==> src/rtl/lc3b_types.sv <==
// Shared types for the LC-3b cache.
// Holds the control FSM state encoding.
package lc3b_types;

    typedef enum logic [1:0] {
        S_HITMISS   = 2'd0,
        S_WRITEBACK = 2'd1,
        S_FETCH     = 2'd2
    } cache_state_t;

endpackage

==> src/rtl/pmem_wait_timer.sv <==
// Saturating wait counter for physical-memory transfers.
// Ports: clk, rst_n, active (count), clear (zero), expired (sticky).
module pmem_wait_timer #(
    parameter int MAX_WAIT = 255
) (
    input  logic clk,
    input  logic rst_n,
    input  logic active,
    input  logic clear,
    output logic expired
);

    localparam int CW = $clog2(MAX_WAIT + 1);
    localparam logic [CW-1:0] LIMIT = CW'(MAX_WAIT);

    logic [CW-1:0] cnt_q, cnt_d;
    logic          expired_q, expired_d;

    always_comb begin
        cnt_d = cnt_q;
        if (clear) begin
            cnt_d = '0;
        end else if (active && cnt_q != LIMIT) begin
            cnt_d = cnt_q + CW'(1);
        end
        // Flag latches the moment the count lands on the limit.
        expired_d = expired_q | (cnt_d == LIMIT);
    end

    always_ff @(posedge clk or negedge rst_n) begin
        if (!rst_n) begin
            cnt_q     <= '0;
            expired_q <= 1'b0;
        end else begin
            cnt_q     <= cnt_d;
            expired_q <= expired_d;
        end
    end

    assign expired = expired_q;

endmodule

==> src/rtl/cache_control.sv <==
// Control FSM for the 2-way write-back, write-allocate LC-3b cache.
// Ports: CPU handshake, hit/LRU status in, pmem handshake, datapath loads out.
module cache_control
    import lc3b_types::*;
#(
    parameter int MAX_WAIT = 255
) (
    input  logic clk,
    input  logic rst_n,
    input  logic mem_read,
    input  logic mem_write,
    output logic mem_resp,
    input  logic hit0,
    input  logic hit1,
    input  logic lru_bit,
    input  logic lru_dirty,
    input  logic pmem_resp,
    output logic pmem_read,
    output logic pmem_write,
    output logic pmem_addr_sel,
    output logic lru_or_way,
    output logic way_sel,
    output logic load_data,
    output logic data_src_sel,
    output logic load_tag_valid,
    output logic set_dirty,
    output logic clear_dirty,
    output logic load_lru,
    output logic lru_in,
    output logic pmem_timeout
);

    cache_state_t state_q, state_d;

    logic req;
    logic hit;
    logic hitway;
    logic tmr_active;
    logic tmr_clear;

    // lru_bit steers the external arbitrator; the FSM itself never needs it.
    logic unused_lru_bit;
    assign unused_lru_bit = lru_bit;

    assign req    = mem_read | mem_write;
    assign hit    = hit0 | hit1;
    // Way 0 wins if both ways report a hit.
    assign hitway = hit1 & ~hit0;

    always_comb begin
        state_d        = state_q;
        mem_resp       = 1'b0;
        pmem_read      = 1'b0;
        pmem_write     = 1'b0;
        pmem_addr_sel  = 1'b0;
        lru_or_way     = 1'b0;
        way_sel        = 1'b0;
        load_data      = 1'b0;
        data_src_sel   = 1'b0;
        load_tag_valid = 1'b0;
        set_dirty      = 1'b0;
        clear_dirty    = 1'b0;
        load_lru       = 1'b0;
        lru_in         = 1'b0;

        if (!rst_n) begin
            // Keep every load quiet while reset is held.
            lru_or_way = 1'b1;
        end else begin
            unique case (state_q)
                S_HITMISS: begin
                    lru_or_way = 1'b1;
                    if (req && hit) begin
                        mem_resp = 1'b1;
                        load_lru = 1'b1;
                        lru_in   = ~hitway;
                        if (mem_write) begin
                            way_sel   = hitway;
                            load_data = 1'b1;
                            set_dirty = 1'b1;
                        end
                    end else if (req) begin
                        state_d = lru_dirty ? S_WRITEBACK : S_FETCH;
                    end
                end
                S_WRITEBACK: begin
                    pmem_write    = 1'b1;
                    pmem_addr_sel = 1'b1;
                    if (pmem_resp) begin
                        clear_dirty = 1'b1;
                        state_d     = S_FETCH;
                    end
                end
                S_FETCH: begin
                    pmem_read = 1'b1;
                    if (pmem_resp) begin
                        load_data      = 1'b1;
                        data_src_sel   = 1'b1;
                        load_tag_valid = 1'b1;
                        clear_dirty    = 1'b1;
                        state_d        = S_HITMISS;
                    end
                end
                default: begin
                    state_d = S_HITMISS;
                end
            endcase
        end
    end

    always_ff @(posedge clk or negedge rst_n) begin
        if (!rst_n) begin
            state_q <= S_HITMISS;
        end else begin
            state_q <= state_d;
        end
    end

    assign tmr_active = (state_q == S_WRITEBACK) || (state_q == S_FETCH);
    assign tmr_clear  = (state_d != state_q) || pmem_resp;

    pmem_wait_timer #(
        .MAX_WAIT (MAX_WAIT)
    ) u_timer (
        .clk     (clk),
        .rst_n   (rst_n),
        .active  (tmr_active),
        .clear   (tmr_clear),
        .expired (pmem_timeout)
    );

endmodule

==> config.mk <==
export PLATFORM = sky130hd
export DESIGN_NAME = cache_control
export DESIGN_NICKNAME = d
export VERILOG_FILES = /design/src/rtl/lc3b_types.sv /design/src/rtl/pmem_wait_timer.sv /design/src/rtl/cache_control.sv
export SDC_FILE = /design/constraint.sdc
export NUM_CORES = 1
export LEC_CHECK = 0
export ABC_AREA = 0
export BUFFER_PORTS_ARGS = -buffer_cell sky130_fd_sc_hd__buf_2
export CORE_MARGIN = 5
export CORE_UTILIZATION = 50
export CTS_BUF_LIST = sky130_fd_sc_hd__clkbuf_16
export DETAILED_ROUTE_END_ITERATION = 10
export PLACE_DENSITY = 0.75
export SETUP_SLACK_MARGIN = 0.05
export SYNTH_ARGS = -nofsm -noshare
export SYNTH_HDL_FRONTEND = slang
export SYNTH_SLANG_ARGS = --single-unit
==> constraint.sdc <==
create_clock -name clk -period 5.4 [get_ports clk]
set_input_delay 1.08 -clock clk [delete_from_list [all_inputs] [get_ports clk]]
set_output_delay 1.08 -clock clk [all_outputs]
set_load 0.005 [all_outputs]
==> Implementation_results.wiki <==
{| class="wikitable"
! Metric !! Value
|-
| Last weighted congestion value of the routability-driven placer || 0.8236
|-
| Drt pass-1 iters || 4
|-
| Number of flops mapped to enable cells by yosys || 0
|-
| P per Cell Area || ~390 mW/mm^2
|-
| Max-Slew Margin vs Limit || ~72%
|-
| Finished Layout Cells || about 160
|-
| Number of register bits inferred by synthesis || 11
|-
| Maximum Capacitance Violations || 0
|-
| Iter 0 DRT Violations || 26
|-
| Gr ovfl total || 0
|-
| Post-route antenna net violation count || 0
|-
| Unique masters post-synth || 44
|-
| M1 WL || ~980 um
|-
| Routed Wire Length || 2.066 mm
|-
| Pleak || around 0.5 nW
|-
| Worst flop-to-flop path startpoint || state_q[1]
|-
| Cells on Worst Hold Path || 2
|-
| Wire length of the first global-routing pass || between 3 and 4 mm
|-
| Core footprint || around 0.0018 mm^2
|-
| Boundary Pins || 23
|-
| Layout-stage area growth over the synthesis result || 16.07%
|-
| Total die area || roughly 0.0029 mm^2
|-
| Fin Setup TNS || 0 ps
|-
| Most common cell after layout, fill and taps aside || buf_2
|-
| Critical Path AT || 2010 ps
|-
| Number of cells on the worst reg-to-reg path || 7
|-
| Total via count in the routed design || between 900 and 1,000
|-
| Setup crit end kind || output pin
|-
| Vias per cell || 5.866
|-
| Resize count post-CTS || 0
|-
| Pin count of the biggest net entering global routing || 25
|-
| Kind of critical path || in -> out
|-
| Clock buffer count from CTS || 3
|-
| Overall die height || ~54 um
|-
| Total of buffers placed on input and output ports || 21
|-
| GRT Overall Usage || between 15 and 20%
|-
| Status || complete, no violations
|-
| Share of flip-flops with an asynchronous set or reset after synthesis || between 90% and 100%
|-
| Via count of the first global-routing pass || about 820
|-
| Share of post-route cells with drive strength above 1 || between 20% and 30%
|-
| Fin. Hold Viols || 0
|-
| Launch point of the worst path || rst_n
|-
| Number of placed cells counting well taps || between 150 and 200
|-
| Clock transition at the registers of the reported paths || about 40 ps
|-
| Final Critical Period || ~3100 ps
|-
| Max Fclk || 0.3235 GHz
|-
| Least-Margin Pin Slew || 417.4 ps
|-
| Met3 wire len || between 150 and 200 um
|-
| Post-Synthesis Cells || roughly 120
|-
| Post-detailed-route wirelength per cell || 13.16 um
|-
| Most common flop cell mapped by yosys || dfrtp_1
|-
| Per-instance average area after synthesis || between 8 and 9 um^2
|-
| Startpoint types || input pin
|-
| H-tree levels || 1
|-
| Clock tree root driver cell || clkbuf_16
|-
| Number of setup violations in the final report || 0
|-
| Number of cell rows || 15
|-
| Post-synthesis sequential area ratio || about 29%
|-
| Residual DRC count || 0
|-
| Maximum VDD drop || between 0.0002 and 0.0003 V
|-
| Count of inserted antenna diode cells || 0
|-
| Synth warnings || 0
|-
| Post-synth net total || about 130
|-
| Buffer depth of the longest clock path || 2
|-
| NumNets Final || between 100 and 150
|-
| Share of the clock period used by the worst path after layout || a little under three fifths
|-
| Post-CTS Setup Inserts || 0
|-
| Wire length on met2 || 927 um
|-
| Hold path startpoint || u_timer.expired
|-
| Width of the die || between 50 and 60 um
|-
| Clock Sink Count || 11
|-
| Setup Skew || about 1.4 ps
|-
| Number of max-slew violations in the final report || 0
|-
| Initial core utilization || roughly 54%
|-
| Commonest non-fill, non-tap cells in the layout || buf_2, nor2_1, dfrtp_1
|-
| Post-Route Hold Slack || 501.5 ps
|-
| Uppermost routed layer || met3
|-
| Type of the tightest min-delay check || reg -> reg
|-
| Unrepaired setup endpoints after global routing || false
|-
| Antenna violations before repair || 0
|-
| Endpoint required time on the critical path || roughly 4300 ps
|-
| Placed wire-length estimate after detailed placement || approximately 1.5 mm
|-
| Largest fanout of any net on the critical path || 24
|-
| TritonCTS clock tree || built
|-
| Clock latency on the worst-skew pair || 230 ps
|-
| Hold_buf cts || 0
|-
| Post-Syn Area || about 950 um^2
|}
==> power by group <==
| part | internal, mW | switching [mW] | total [mW] |
|---|---|---|---|
| combinational | 0.0831 | 0.110 | 0.193 |
| sequential | 0.0933 | 0.0152 | 0.109 |
| clock | 0.0977 | 0.0334 | 0.131 |
| total | 0.274 | 0.159 | 0.433 |
==> cells by family after synthesis <==
logic type,Yosys count,share of synthesized area (%)
flip-flops,11,28.99
buffers and inverters,15,8.696
AND/OR/NAND/NOR,53,28.99
multiplexers,2,2.108
XOR/XNOR,3,2.767
AO/OA/AOI/OAI,28,21.87
adder cells (fa/ha/maj),5,6.588
==> area by class of cell <==
class | instances | area, um^2
Tap cell | 25 | 31.28
Clock inverter | 1 | 5.005
Sequential cell | 11 | 275.3
Fill cell | 168 | 661.9
Timing Repair Buffer | 21 | 105.1
Multi-Input combinational cell | 91 | 591.8
Inverter | 5 | 18.77
Clock buffer | 3 | 75.07
==> registers in the layout, summed over array words and instances, names as in the netlist <==
name and flops:
u_timer.cnt_q 8, u_timer.expired 1, state_q 2
==> final timing paths <==
| path | end | slack, ps |
|---|---|---|
| max in group asynchronous | u_timer.cnt_q[1] | 4330 |
| min | u_timer.expired | 500 |
| min reg2reg | u_timer.expired | 500 |
| max | load_data | 2310 |
| min in group asynchronous | u_timer.cnt_q[7] | 780 |
| max reg2reg | u_timer.expired | 3210 |
==> synth_stat cells, types with 2 or more instances <==
cell type  count  area share [%]
a211oi_1       3             2.4
a21oi_1        3             1.6
a31oi_1        3             2.0
and2_1         2             1.3
and3_1         3             2.0
buf_2          3             1.6
buf_4          4             3.2
clkbuf_1       2            0.79
dfrtp_1       11              29
ha_1           5             6.6
inv_1          5             2.0
mux2i_1        2             2.1
nand2_1        8             3.2
nand2b_1       2             1.3
nand3_1        5             2.6
nand4_1        4             2.6
nor2_1        14             5.5
nor2b_1        3             2.0
nor3_1         4             2.1
nor3b_1        3             2.4
o21ai_0        3             1.6
or2_1          2             1.3
xor2_1         2             1.8
==> through the flow <==
step | cell area [um^2] | util [%] | setup slack [ps] | total power, mW
after floorplan | 949.7 | - | 2525 | 0.2531
after detailed placement | 1022 | 57.94 | 2295 | 0.3007
after global placement | 1022 | 57.94 | 2314 | 0.2958
final | 1102 | 62.48 | 2309 | 0.4330
after global routing | 1102 | 62.48 | 2137 | 0.4698
after CTS | 1102 | 62.48 | 2299 | 0.4366
==> critical path, cell delays in order <==
cell and delay [ps]:
buf_2 350, nand3_1 170, nor2_1 180, or2_1 120, buf_2 100
==> routing by layer <==
metal	GRT usage, %	vias up
met3	5.540	0
li1	-	452
met1	22.98	438
met4	1.702	0
met2	25.71	31
met5	0	-
No activity file was read; power rests on OpenSTA's default activity.
